**src/rtl/cmos_capture_data.sv**
```systemverilog
// ---------------------------------------------------------------------------
// cmos_capture_data
//
// Capture front end sitting between a raw 8-bit DVP camera bus and the
// ping-pong frame-RAM controller. The camera inputs are registered, the first
// WAIT_FRAMES frames after reset are discarded while the sensor settles, byte
// pairs are packed into 16-bit RGB565 pixels, and every output trails the
// matching camera input by exactly three cam_pclk cycles. Frames are counted
// and each frame's geometry is checked against H_PIXELS x V_LINES.
//
// Ports:
//   cam_pclk          in   1   pixel clock, the only clock
//   rst_n             in   1   asynchronous active-low reset
//   cam_vsync         in   1   camera frame sync, high pulse between frames
//   cam_href          in   1   camera line valid
//   cam_data          in   8   camera byte, high byte first
//   cmos_frame_vsync  out  1   gated vsync, 3 cycles behind cam_vsync
//   cmos_frame_href   out  1   gated href, 3 cycles behind cam_href
//   cmos_frame_clken  out  1   one-cycle pixel-valid strobe
//   cmos_frame_data   out  16  RGB565 pixel, valid while clken is high
//   frame_cnt         out  8   output frames started, wraps 255 -> 0
//   frame_err         out  1   geometry error of the previous frame
// ---------------------------------------------------------------------------
module cmos_capture_data #(
   parameter int unsigned WAIT_FRAMES = 10,
   parameter int unsigned H_PIXELS    = 320,
   parameter int unsigned V_LINES     = 240
) (
   input  logic        cam_pclk,
   input  logic        rst_n,
   input  logic        cam_vsync,
   input  logic        cam_href,
   input  logic [7:0]  cam_data,
   output logic        cmos_frame_vsync,
   output logic        cmos_frame_href,
   output logic        cmos_frame_clken,
   output logic [15:0] cmos_frame_data,
   output logic [7:0]  frame_cnt,
   output logic        frame_err
);

   // The counters are one value wider than needed so that the saturated
   // all-ones value can never equal the expected geometry; an overflowing
   // line or frame therefore still reports a mismatch.
   localparam int unsigned PIX_W  = $clog2(H_PIXELS + 2);
   localparam int unsigned LINE_W = $clog2(V_LINES + 2);

   localparam logic [PIX_W-1:0]  PIX_MAX     = '1;
   localparam logic [LINE_W-1:0] LINE_MAX    = '1;
   localparam logic [PIX_W-1:0]  PIX_TARGET  = PIX_W'(H_PIXELS);
   localparam logic [LINE_W-1:0] LINE_TARGET = LINE_W'(V_LINES);
   localparam logic [7:0]        WAIT_LAST   = 8'(WAIT_FRAMES - 1);

   // Input stage: d0 captures the pins, d1 gives the edge detectors their
   // previous value and feeds the delayed vsync/href outputs.
   logic        vsyncD0_q, vsyncD0_d;
   logic        vsyncD1_q, vsyncD1_d;
   logic        hrefD0_q,  hrefD0_d;
   logic        hrefD1_q,  hrefD1_d;
   logic [7:0]  dataD0_q,  dataD0_d;

   // Start-up qualification.
   logic [7:0]  waitCnt_q,    waitCnt_d;
   logic        frameValid_q, frameValid_d;

   // Byte pairing.
   logic        byteFlag_q, byteFlag_d;
   logic [7:0]  hiByte_q,   hiByte_d;

   // Output registers.
   logic        outVsync_q, outVsync_d;
   logic        outHref_q,  outHref_d;
   logic        outClken_q, outClken_d;
   logic [15:0] outData_q,  outData_d;

   // Geometry check.
   logic [PIX_W-1:0]  pixCnt_q,  pixCnt_d;
   logic [LINE_W-1:0] lineCnt_q, lineCnt_d;
   logic              lineBad_q, lineBad_d;
   logic [7:0]        frameCnt_q, frameCnt_d;
   logic              frameErr_q, frameErr_d;

   // Decoded events and the end-of-line view used by the frame check.
   logic              vsRise;
   logic              hrefFall;
   logic              pairEmit;
   logic              enableNow;
   logic              lineEndBad;
   logic [LINE_W-1:0] lineCntNext;
   logic              lineBadNext;

   // Event decode. A pair completes when the second byte of a pair sits in
   // d0. The enabling edge is the WAIT_FRAMES-th vsync rise after reset;
   // frameValid_q becomes set on the clock that registers that rise, one
   // cycle before the delayed vsync reaches the output register, so the
   // first output vsync pulse comes out whole.
   always_comb begin
      vsRise    = vsyncD0_q & ~vsyncD1_q;
      hrefFall  = ~hrefD0_q & hrefD1_q;
      pairEmit  = hrefD0_q & byteFlag_q;
      enableNow = vsRise & ~frameValid_q & (waitCnt_q == WAIT_LAST);
   end

   // Line/frame bookkeeping seen as if the current cycle's href fall had
   // already been applied. A line that ends on the same cycle as a vsync
   // rise therefore still belongs to the frame being closed. A byte flag
   // still set at the fall means a dangling high byte (odd byte count).
   always_comb begin
      lineEndBad  = 1'b0;
      lineCntNext = lineCnt_q;
      lineBadNext = lineBad_q;
      if (frameValid_q && hrefFall) begin
         lineEndBad  = (pixCnt_q != PIX_TARGET) | byteFlag_q;
         lineBadNext = lineBad_q | lineEndBad;
         if (lineCnt_q != LINE_MAX) begin
            lineCntNext = lineCnt_q + 1'b1;
         end
      end
   end

   // Next-state logic for every register. Defaults hold the current value;
   // the input stage simply follows the pins.
   always_comb begin
      vsyncD0_d    = cam_vsync;
      vsyncD1_d    = vsyncD0_q;
      hrefD0_d     = cam_href;
      hrefD1_d     = hrefD0_q;
      dataD0_d     = cam_data;

      waitCnt_d    = waitCnt_q;
      frameValid_d = frameValid_q;
      byteFlag_d   = 1'b0;
      hiByte_d     = hiByte_q;
      outVsync_d   = 1'b0;
      outHref_d    = 1'b0;
      outClken_d   = 1'b0;
      outData_d    = outData_q;
      pixCnt_d     = pixCnt_q;
      lineCnt_d    = lineCntNext;
      lineBad_d    = lineBadNext;
      frameCnt_d   = frameCnt_q;
      frameErr_d   = frameErr_q;

      // The wait counter freezes once output is enabled, so frameValid_q is
      // sticky until the next reset.
      if (vsRise && !frameValid_q) begin
         waitCnt_d = waitCnt_q + 8'd1;
      end
      if (enableNow) begin
         frameValid_d = 1'b1;
      end

      // Byte pairing: the flag restarts at every line so each line begins
      // with a high byte.
      if (hrefD0_q) begin
         byteFlag_d = ~byteFlag_q;
         if (!byteFlag_q) begin
            hiByte_d = dataD0_q;
         end
      end

      // Output stage, gated by the start-up qualification.
      if (frameValid_q) begin
         outVsync_d = vsyncD1_q;
         outHref_d  = hrefD1_q;
         outClken_d = pairEmit;
         if (pairEmit) begin
            outData_d = {hiByte_q, dataD0_q};
         end
      end

      // Pixels per line, saturating.
      if (frameValid_q) begin
         if (hrefFall) begin
            pixCnt_d = '0;
         end else if (pairEmit && (pixCnt_q != PIX_MAX)) begin
            pixCnt_d = pixCnt_q + 1'b1;
         end
      end

      // Frame boundary: judge the frame that just ended, then start a new
      // one. The enabling edge only opens the first frame and counts it.
      if (vsRise && (frameValid_q || enableNow)) begin
         frameCnt_d = frameCnt_q + 8'd1;
         lineCnt_d  = '0;
         lineBad_d  = 1'b0;
         if (frameValid_q) begin
            frameErr_d = (lineCntNext != LINE_TARGET) | lineBadNext;
         end
      end
   end

   // State register. Reset drops everything, including the wait count, so
   // a reset in the middle of a frame restarts sensor qualification.
   always_ff @(posedge cam_pclk or negedge rst_n) begin
      if (!rst_n) begin
         vsyncD0_q    <= 1'b0;
         vsyncD1_q    <= 1'b0;
         hrefD0_q     <= 1'b0;
         hrefD1_q     <= 1'b0;
         dataD0_q     <= 8'd0;
         waitCnt_q    <= 8'd0;
         frameValid_q <= 1'b0;
         byteFlag_q   <= 1'b0;
         hiByte_q     <= 8'd0;
         outVsync_q   <= 1'b0;
         outHref_q    <= 1'b0;
         outClken_q   <= 1'b0;
         outData_q    <= 16'd0;
         pixCnt_q     <= '0;
         lineCnt_q    <= '0;
         lineBad_q    <= 1'b0;
         frameCnt_q   <= 8'd0;
         frameErr_q   <= 1'b0;
      end else begin
         vsyncD0_q    <= vsyncD0_d;
         vsyncD1_q    <= vsyncD1_d;
         hrefD0_q     <= hrefD0_d;
         hrefD1_q     <= hrefD1_d;
         dataD0_q     <= dataD0_d;
         waitCnt_q    <= waitCnt_d;
         frameValid_q <= frameValid_d;
         byteFlag_q   <= byteFlag_d;
         hiByte_q     <= hiByte_d;
         outVsync_q   <= outVsync_d;
         outHref_q    <= outHref_d;
         outClken_q   <= outClken_d;
         outData_q    <= outData_d;
         pixCnt_q     <= pixCnt_d;
         lineCnt_q    <= lineCnt_d;
         lineBad_q    <= lineBad_d;
         frameCnt_q   <= frameCnt_d;
         frameErr_q   <= frameErr_d;
      end
   end

   assign cmos_frame_vsync = outVsync_q;
   assign cmos_frame_href  = outHref_q;
   assign cmos_frame_clken = outClken_q;
   assign cmos_frame_data  = outData_q;
   assign frame_cnt        = frameCnt_q;
   assign frame_err        = frameErr_q;

endmodule

```
**config.mk**
```make
export PLATFORM = sky130hd
export DESIGN_NAME = cmos_capture_data
export DESIGN_NICKNAME = d
export VERILOG_FILES = /design/src/rtl/cmos_capture_data.sv
export SDC_FILE = /design/constraint.sdc
export NUM_CORES = 1
export LEC_CHECK = 0
export BUFFER_PORTS_ARGS = -buffer_cell sky130_fd_sc_hd__buf_4
export CORE_ASPECT_RATIO = 2
export CORE_MARGIN = 2
export CORE_UTILIZATION = 55
export DETAILED_ROUTE_END_ITERATION = 7
export PLACE_DENSITY = 0.76
export SYNTH_ARGS = -nofsm -noshare
export SYNTH_HDL_FRONTEND = slang
export SYNTH_SLANG_ARGS = --single-unit
```
**constraint.sdc**
```tcl
create_clock -name cam_pclk -period 5.61 [get_ports cam_pclk]
set_input_delay 0.8415 -clock cam_pclk [delete_from_list [all_inputs] [get_ports cam_pclk]]
set_output_delay 0.8415 -clock cam_pclk [all_outputs]
set_load 0.005 [all_outputs]
```
======== After elaboration in Yosys (flattened, before gate mapping) ========
Cells that the tools add are included.
word-level totals
  register bits after elaboration ......... 76
  input port bits ......................... 12
  output and inout port bits .............. 28
  word-level logic and storage cells ...... 61
operators by class
  $add $sub $neg .......................... 4
  equal/unequal tests ..................... 5
  muxes and demuxes ....................... 11
  bitwise gates (word level) .............. 12
  reductions and logical operators ........ 11
operators with widths
  cell                                                 number
  adder 8 x 1 -> 8 bit, second input constant          3
  two-way mux 8 bit                                    3
  two-way mux 9 bit                                    2
  inequality test 9 bit, second input constant         2
  inequality test 8 bit, second input constant         2
  adder 9 x 1 -> 9 bit, second input constant          1
  equality test 8 x 4 -> 1 bit, second input constant  1
  AND reduction 2 bit                                  4
  two-way mux 1 bit                                    6
  AND 1 bit                                            5
  logical AND 1 bit                                    4
  inverter 1 bit                                       4
  OR 1 bit                                             3
  nonzero test 2 bit                                   1
  logical NOT 1 bit                                    1
  logical OR 1 bit                                     1

======== Longest topological paths before layout ========
Gate-level depths: netlist of the first run.
  depth after elaboration ................. 7
  depth in mapped cells ................... 9

======== Least setup slack after synthesis of the first run ========
No wires, ideal clock.
  path type ............................... reg-to-reg
  start point ............................. register pixCnt_q[0]
  end point ............................... register pixCnt_q[7]
  arrival time ............................ 1,686 ps
  required time ........................... 5,489 ps
  setup slack ............................. 3,803 ps
  stages on the path, launching flop included .. 10
  buffers on the path ..................... 0
  period minus slack after synthesis ...... 1,807 ps
  path through ............................ dfrtp_1 ha_1 nand3_1 nor2_1 ha_1 nand4b_1 a21oi_1 nor2b_1 xnor2_1 nor2_1
between the ends
  longest elaborated chain between the ends .. 4
  elaborated cells between the ends (all ways) .. 7
RTL lines
  what                                                                          RTL line  text
  start, declared                                                               77        logic [PIX_W-1:0] pixCnt_q, pixCnt_d;
  start signal, assigned                                                        229       pixCnt_q <= pixCnt_d;
  parallel branches: the longest is 4 deep, another holds adder 9 x 1 -> 9 bit  -
Several ways; the timed one is not identified. The select of a mux whose other input is x is not followed.
A chain may end at the register's enable or synchronous reset.

======== Final worst setup path of the first run ========
  start point ............................. register waitCnt_q[1]
  end point ............................... register frameCnt_q[1] (netlist: frame_cnt[1])
between the ends
  longest elaborated chain between the ends .. 4
RTL lines
  what                          RTL line  text
  start, declared               63        logic [7:0] waitCnt_q, waitCnt_d;
  start signal, assigned        221       waitCnt_q <= waitCnt_d;
  equality test 8 x 4 -> 1 bit  101       enableNow = vsRise & ~frameValid_q & (waitCnt_q == WAIT_LAST);
  AND 1 bit                     101
  logical OR 1 bit              183       if (vsRise && (frameValid_q || enableNow)) begin
  logical AND 1 bit             183
  end signal, assigned          232       frameCnt_q <= frameCnt_d;
  end, declared                 80        logic [7:0] frameCnt_q, frameCnt_d;
No other way between the ends.

==> summary by stage, run 1 <==
Status
The flow ran to the end, and the final reports show no timing, DRC or antenna violations.

Placement
The weighted congestion reported at the end of routability-driven placement is 0.822. The post-place setup slack is 3.55 ns. The total of buffers placed on input and output ports is 39. Once placement finished, the instance area stood at 0.00353 sq mm. Summed over all nets, the half-perimeter wirelength after detailed placement is 3970 microns.

Synthesis
The synthesized netlist occupies a cell area of 0.00319 sq mm. In the synthesized netlist, the number of instances is 253. The async set-or-reset flop fraction in the synthesized netlist is 100%. The number of nets handed over by synthesis was 272. The count of unique library cells instantiated by Yosys is 47. In this run, synthesis produced a sequential element count of 76. Yosys mapped a number of flops with a built-in enable equal to 0. The dominant register cell in the synthesized netlist is sky130_fd_sc_hd__dfrtp_1. The sequential fraction of the synthesis area is 59.6%.

During synthesis, Yosys emitted a total of 0 warnings. Each instance of the synthesized netlist takes up on average 12.6 sq um.

Floorplan
The die covers 0.00647 sq mm. The vertical die dimension is 112 microns. The die is 57.9 microns wide. The row count is 39. The placeable core region is 0.00566 sq mm.

In this run the count of I/O pins placed on the die edge is 40. The initial core utilization is 56.4%.

STA
The final critical path time including I/O delays and setup is 2.05 ns. In the final timing run, aggregate negative setup slack is 0 ns. The worst-margin pin slew is 0.912 ns. The count of final setup violators is 0. Setup repair after global routing left no endpoint under its margin.

The post-route clock period utilization is 36.6%. The count of endpoints failing hold in the final timing report is 0. After layout, the worst setup slack is 3.56 ns. The final max-slew violation count is 0. The tightest slew margin relative to the limit is 39.2%. Static timing analysis puts the maximum clock frequency at 487 MHz. The worst clock skew is 0.00517 ns.

Clock network
The number of sinks on the clock net is 76. The number of buffers inserted for hold repair after clock tree synthesis is 0. Buffers added to address setup during post-CTS repair amount to 0. TritonCTS built the clock tree. The largest buffer count on any clock path is 2. The clock latency at the later pin of the worst-skew pair is 0.33 ns. The H-tree generated during clock tree synthesis spans 3 levels. The root buffer cell is sky130_fd_sc_hd__clkbuf_16.

The quantity of gates resized following cts is 0. The clock slew at the register clock pins of the worst setup and hold paths is 0.06 ns. TritonCTS created 9 clock buffers.

GRT
The number of global-route vias before repair was 2123. The layer flagged by global routing as most heavily used is met2. The overall fraction of global-route tracks in use is 20.3%. The met2 layer usage reported by global route is 33.3%. The met3 global-route usage is 4.53%. The total overflow left after global routing is 0. For met1 alone, demand over resource in global routing was 24.7%. The initial antenna violation count is 0.

Entering global routing, the biggest net connects 77 pins. The first global-routing pass estimated 9950 microns of wire.

Final layout
The finished cells cover 0.00387 sq mm. The share of cells above drive strength 1 is 26.5%. The utilization after layout is 68.3%. The number of antenna diodes is 0. Leaving out fill and tap cells, the most frequent cell in the layout is sky130_fd_sc_hd__dfrtp_1. The number of fill cells in the layout is 424. The net count reported at finish is 316.

Leaving out fill and tap cells, the most frequent cells in the layout are 76 x sky130_fd_sc_hd__dfrtp_1, 39 x sky130_fd_sc_hd__buf_4, 19 x sky130_fd_sc_hd__nor2_1, 19 x sky130_fd_sc_hd__mux2_2, 14 x sky130_fd_sc_hd__xnor2_1. Relative to the synthesized area, the layout overhead comes to 21.2%.

Worst setup path
The kind of start point of the critical path is a flop. The data arrival time at the worst-slack endpoint is 2.27 ns. The capture instance of the worst register-to-register path is frame_cnt[1]. The type of element capturing the critical path is a flop. The largest single stage delay on the critical path is 0.58 ns. Among all stages on the critical path, the largest delay is contributed by sky130_fd_sc_hd__a21oi_2. In this run the worst path has a maximum fanout of 14. Traced cell by cell, the critical path runs through inv_1, ha_1, nor4b_2, nand2_1, a21oi_2, mux2_2. The startpoint identified for the worst register-to-register timing path is waitCnt_q[1].

At the worst endpoint, the required time is 5.83 ns. The worst setup path is of the flop to flop kind. In this run the register-to-register setup slack is 3.56 ns. The number of cells on the worst reg-to-reg path is 6.

Route
For this run, the detailed router's first-pass iteration total came to 4. The number of design-rule violations left by the first detailed-router iteration is 73. The number of remaining DRC errors is 0. In the routed layout, each cell is associated on average with a via count of 5.58. The antenna violation net count after detailed routing is 0. The detailed router placed 2026 vias in this run. Dividing the detail-routed wire length by the instance count gives 15.9 microns. The routed design has 5780 microns of wire.

Hold path
The path class of the tightest hold or removal check is flop to flop. The hold-critical path depth is 0. The startpoint identified for the worst hold timing path is vsyncD0_q.

The path with the worst hold slack has its endpoint at vsyncD1_q.

Flow run
The number of max-cap violations is 0.

Power
The total leakage power is 1.82 nW. The worst-case IR drop observed on VDD is 0.000371 V. In this run the power density over the cells is 469 mW/mm^2.
## synth_stat cells, types with 2 or more instances
master                      n  area, sq um
sky130_fd_sc_hd__inv_1      6         22.5
sky130_fd_sc_hd__nor2_1    19         71.3
sky130_fd_sc_hd__mux2_2    19          214
sky130_fd_sc_hd__and3_1     6         37.5
sky130_fd_sc_hd__nor4b_1    2         17.5
sky130_fd_sc_hd__nand4_1    9         56.3
sky130_fd_sc_hd__ha_1       7         87.6
sky130_fd_sc_hd__mux2_1     6         67.6
sky130_fd_sc_hd__buf_2      3         15.0
sky130_fd_sc_hd__nor3_1     2         10.0
sky130_fd_sc_hd__o21ai_0    3         15.0
sky130_fd_sc_hd__mux2i_1    5         50.1
sky130_fd_sc_hd__buf_4      2         15.0
sky130_fd_sc_hd__nor2b_1    2         12.5
sky130_fd_sc_hd__a21oi_1    7         35.0
sky130_fd_sc_hd__nand3_1   12         60.1
sky130_fd_sc_hd__nor3b_1    2         15.0
sky130_fd_sc_hd__dfrtp_1   76         1900
sky130_fd_sc_hd__xor2_1     9         78.8
sky130_fd_sc_hd__nand2_1   13         48.8
sky130_fd_sc_hd__xnor2_1   14          123
sky130_fd_sc_hd__nand2b_1   3         18.8
sky130_fd_sc_hd__and2_1     2         12.5
## worst max path at each step
stage,start,end,slack [ns],cells past startpoint
finish,waitCnt_q[1],frame_cnt[1],3.56,6
global route,frameValid_q,frame_err,3.38,5
CTS,waitCnt_q[1],frame_cnt[1],3.53,6
detailed placement,waitCnt_q[1],frame_cnt[1],3.55,6
global placement,waitCnt_q[1],frame_cnt[1],3.56,6
floorplan,pixCnt_q[0],pixCnt_q[7],3.80,9
## metrics by stage
stage | total power [mW] | instances | hold slack [ns]
after global placement | 1.16 | 347 | 0.378
final | 1.81 | 363 | 0.383
after detailed placement | 1.17 | 347 | 0.371
after global routing | 1.91 | 363 | 0.401
after CTS | 1.83 | 363 | 0.392
after floorplan | 0.987 | 253 | 0.355
## layout make-up
class | instances | area, sq um | share of cell area [%]
flip-flops and latches | 76 | 1900 | 49.2
multi-input cells | 164 | 1230 | 31.8
clock inverters | 6 | 111 | 2.88
repair buffers | 39 | 293 | 7.57
inverters | 7 | 26.3 | 0.679
clock buffers | 10 | 229 | 5.92
well taps | 61 | 76.3 | 1.97
## worst max-delay path: cells and delay by family (launching register included)
| family | cells | cell delay, ns |
|---|---|---|
| DFF | 1 | 0.39 |
| muxes | 1 | 0.41 |
| buffers and inverters | 1 | 0.09 |
| AOI/OAI and AO/OA | 1 | 0.58 |
| and+or+nand+nor | 2 | 0.35 |
| adders and majority gates | 1 | 0.14 |
## metal layers
metal,wire length [microns],vias to the layer above
li1,-,970
met3,216,10
met4,125,0
met5,0,-
met1,2280,1001
met2,3160,45
## registers in the layout, indices dropped and copies added (netlist names)
name,flops
cmos_frame_clken,1
frameValid_q,1
lineBad_q,1
hrefD1_q,1
hrefD0_q,1
byteFlag_q,1
pixCnt_q,9
cmos_frame_vsync,1
hiByte_q,8
cmos_frame_data,16
vsyncD1_q,1
vsyncD0_q,1
dataD0_q,8
frame_cnt,8
lineCnt_q,8
frame_err,1
waitCnt_q,8
cmos_frame_href,1
## cell families after synthesis
family          Yosys count  share of synthesized area (%)
flops                    76                           59.6
mux                      30                           10.4
compound gates           21                           4.94
xor+xnor                 23                           6.31
buf+inv                  13                           1.88
simple gates             83                           14.2
fa+ha+maj                 7                           2.74
## power by group
part           internal [mW]  switching [mW]  total (mW)
clock                  0.435           0.220       0.655
sequential             0.677           0.110       0.787
combinational          0.215           0.157       0.372
total                   1.33           0.487        1.81
Note: power is estimated with default switching activity, not from simulation.
==> run 2, diff against run 1 <==
- clock period: 5.61 -> 1.9 ns (I/O delays scaled with it)
==> run 2 against run 1 <==
  * Total power increased to 2.9 times the previous value
  * Count of clock-buffer cells in the layout rose by 2
  * Utilization increased by 2.9 points
  * Sequential share of layout area shrank 2.0 points
  * First-iteration DRC count fell by 12%
  * Highest routed layer unchanged
==> summary by stage, run 2 (synthesis gave the netlist of run 1 again) <==
Power
The total leakage power is 1.91 nW (was 1.82 nW). The total power is 5.27 mW (was 1.81 mW). The power per cell area is 1310 mW/mm^2 (was 469 mW/mm^2). The maximum vdd drop came to 0.00135 V (was 0.000371 V).

Placement
The total of buffers placed on input and output ports is 39 (unchanged). The detailed placement HPWL was 4140 microns (was 3970 microns). The weighted congestion reported at the end of routability-driven placement is 0.804 (was 0.822). The post-placement cell count is 362 (was 347).

GRT
The residual overflow from global routing is 0 (unchanged). The first-pass GRT wire length was 10100 microns (was 9950 microns). The maximum number of pins on one net before global-route repair is 41 (was 77). The initial antenna violation count came to 0 (unchanged). The number of global-route vias before repair came to 2192 (was 2123). The overall fraction of global-route tracks in use is 20.7% (was 20.3%).

Worst setup path
The type of element capturing the critical path was a flop (unchanged). The required time at the endpoint of the critical path is 2.12 ns (was 5.83 ns). The kind of start point of the critical path is a flop (unchanged). The maximum fanout count along the critical path was 4 (was 14). The critical path class is flop to flop (unchanged).

The data arrival time at the worst-slack endpoint came to 2.09 ns (was 2.27 ns).

Clock network
The number of H-tree levels came to 3 (unchanged). The TritonCTS clock tree is done (unchanged). The number of buffers created by CTS was 9 (unchanged). The clock latency at the later pin of the worst-skew pair is 0.33 ns (about the same).

The largest buffer count on any clock path came to 2 (unchanged). The root buffer cell is sky130_fd_sc_hd__clkbuf_16 (unchanged). The clock slew at the register clock pins of the worst setup and hold paths is 0.05 ns (was 0.06 ns). The number of sinks on the clock net is 76 (unchanged).

Floorplan
The number of top-level pins was 40 (unchanged). The vertical die dimension is 112 microns (unchanged). The overall die area is 0.00647 sq mm (unchanged). The floorplan die width is 57.9 microns (unchanged). The placeable core region is 0.00566 sq mm (unchanged). The row count is 39 (unchanged).

The initial core utilization is 56.4% (unchanged).

Route
The antenna violation net count after detailed routing is 0 (unchanged). The via-per-instance ratio is 5.67 (was 5.58). The number of iterations in the first detailed-routing pass is 4 (unchanged). The number of design-rule violations left by the first detailed-router iteration came to 64 (was 73). The per-cell routed wire length was 16.2 microns (was 15.9 microns).

The number of remaining DRC errors is 0 (unchanged). The total length of routed wires is 6170 microns (was 5780 microns). The via count of the routed design is 2160 (was 2026).

STA
The final setup TNS is 0 ns (unchanged). The final critical path time including I/O delays and setup is 1.86 ns (was 2.05 ns). The worst clock skew was 0.00268 ns (was 0.00517 ns). The count of endpoints failing hold in the final timing report is 0 (unchanged). The post-route clock period utilization is 98.1% (was 36.6%). The tightest slew margin relative to the limit is 77.1% (was 39.2%).

The achievable clock frequency is 537 MHz (was 487 MHz). The final max-slew violation count is 0 (unchanged). The count of final setup violators was 0 (unchanged). The worst-margin pin slew is 0.343 ns (was 0.912 ns).

Flow run
The number of max-cap violations is 0 (unchanged).

Final layout
The leading cell type in the layout, fill and taps excluded is sky130_fd_sc_hd__dfrtp_1 (unchanged). The share of cells above drive strength 1 is 33.4% (was 26.5%). The relative area change from synthesis to final layout is 26.3% (was 21.2%). The number of antenna diodes came to 0 (unchanged). Top library cells by usage in the layout, fill and taps aside: 76 x sky130_fd_sc_hd__dfrtp_1, 55 x sky130_fd_sc_hd__buf_4, 19 x sky130_fd_sc_hd__nor2_1, 19 x sky130_fd_sc_hd__mux2_2, 13 x sky130_fd_sc_hd__xnor2_1 (was 76 x sky130_fd_sc_hd__dfrtp_1, 39 x sky130_fd_sc_hd__buf_4, 19 x sky130_fd_sc_hd__nor2_1, 19 x sky130_fd_sc_hd__mux2_2, 14 x sky130_fd_sc_hd__xnor2_1). The flip-flop count of the largest register after layout is 16 (unchanged). The net count reported at finish came to 334 (was 316). The final instance count without filler cells is 381 (was 363).

Status
Result of the run: complete, no violations (unchanged).

Hold path
The class of the tightest hold or removal check is input port to flop (was flop to flop).
## run 2: repair_timing
| action | in CTS | in global routing |
|---|---|---|
| gates cloned | 0 | 0 |
| pin swaps | 0 | 7 |
| setup buffers | 0 | 2 |
| hold buffers | 1 | 0 |
| hold endpoints to repair | 13 | 0 |
| endpoints found under the setup margin | 1 | 12 |
| gates resized for setup | 1 | 12 |
## run 2: through the flow
| stage | instance area [sq um] | utilization [%] | hold WS, ns | setup slack [ns] |
|---|---|---|---|---|
| global route | 4030 | 71.3 | 0.0458 | -0.0468 |
| CTS | 3970 | 70.2 | 0.0445 | 0.0310 |
| floorplan | 3190 | - | -0.0106 | 0.0932 |
| detailed placement | 3650 | 64.5 | 0.158 | 0.000996 |
| finish | 4030 | 71.3 | 0.0564 | 0.0370 |
| global placement | 3650 | 64.5 | 0.156 | 0.0777 |
## run 2: layer usage
| layer | track usage [%] | routed length, microns | vias up |
|---|---|---|---|
| met2 | 34.8 | 3370 | 48 |
| met1 | 23.0 | 2410 | 1094 |
| met5 | 0 | 0 | - |
| met3 | 6.27 | 236 | 10 |
| li1 | - | - | 1008 |
| met4 | 10.5 | 152 | 0 |
## run 2: worst max-delay path: stages, from the launching register on
cell	delay [ns]
sky130_fd_sc_hd__dfrtp_1	0.40
sky130_fd_sc_hd__and3_4	0.21
sky130_fd_sc_hd__nand2_4	0.07
sky130_fd_sc_hd__nor2_1	0.05
sky130_fd_sc_hd__ha_2	0.17
sky130_fd_sc_hd__nand4b_1	0.24
sky130_fd_sc_hd__a21oi_2	0.24
sky130_fd_sc_hd__and3_1	0.20
sky130_fd_sc_hd__xnor2_1	0.12
sky130_fd_sc_hd__nor2_1	0.05
## run 2: worst paths after layout
path / startpoint / endpoint / slack [ns] / depth (start not counted)
setup / recovery: pixCnt_q[4] / pixCnt_q[5] / 0.04 / 9
setup reg to reg: pixCnt_q[4] / pixCnt_q[5] / 0.04 / 9
hold / removal: cam_data[6] / dataD0_q[6] / 0.06 / 1
max in group asynchronous: rst_n / dataD0_q[6] / 1.01 / 3
min in group asynchronous: rst_n / lineCnt_q[4] / 0.34 / 2
hold reg to reg: vsyncD0_q / vsyncD1_q / 0.39 / 0
## run 2: layout make-up
class / count / area (sq um)
repair buffers: 57 / 443
inverters: 7 / 26.3
well taps: 61 / 76.3
multi-input cells: 164 / 1280
flip-flops and latches: 76 / 1900
clock buffers: 12 / 256
fillers: 412 / 1630
clock inverters: 4 / 47.5
## run 2: power by group
part / leakage (nW) / switching [mW] / internal, mW
combinational: 0.795 / 0.542 / 0.735
sequential: 0.967 / 0.295 / 2.00
clock: 0.149 / 0.615 / 1.08
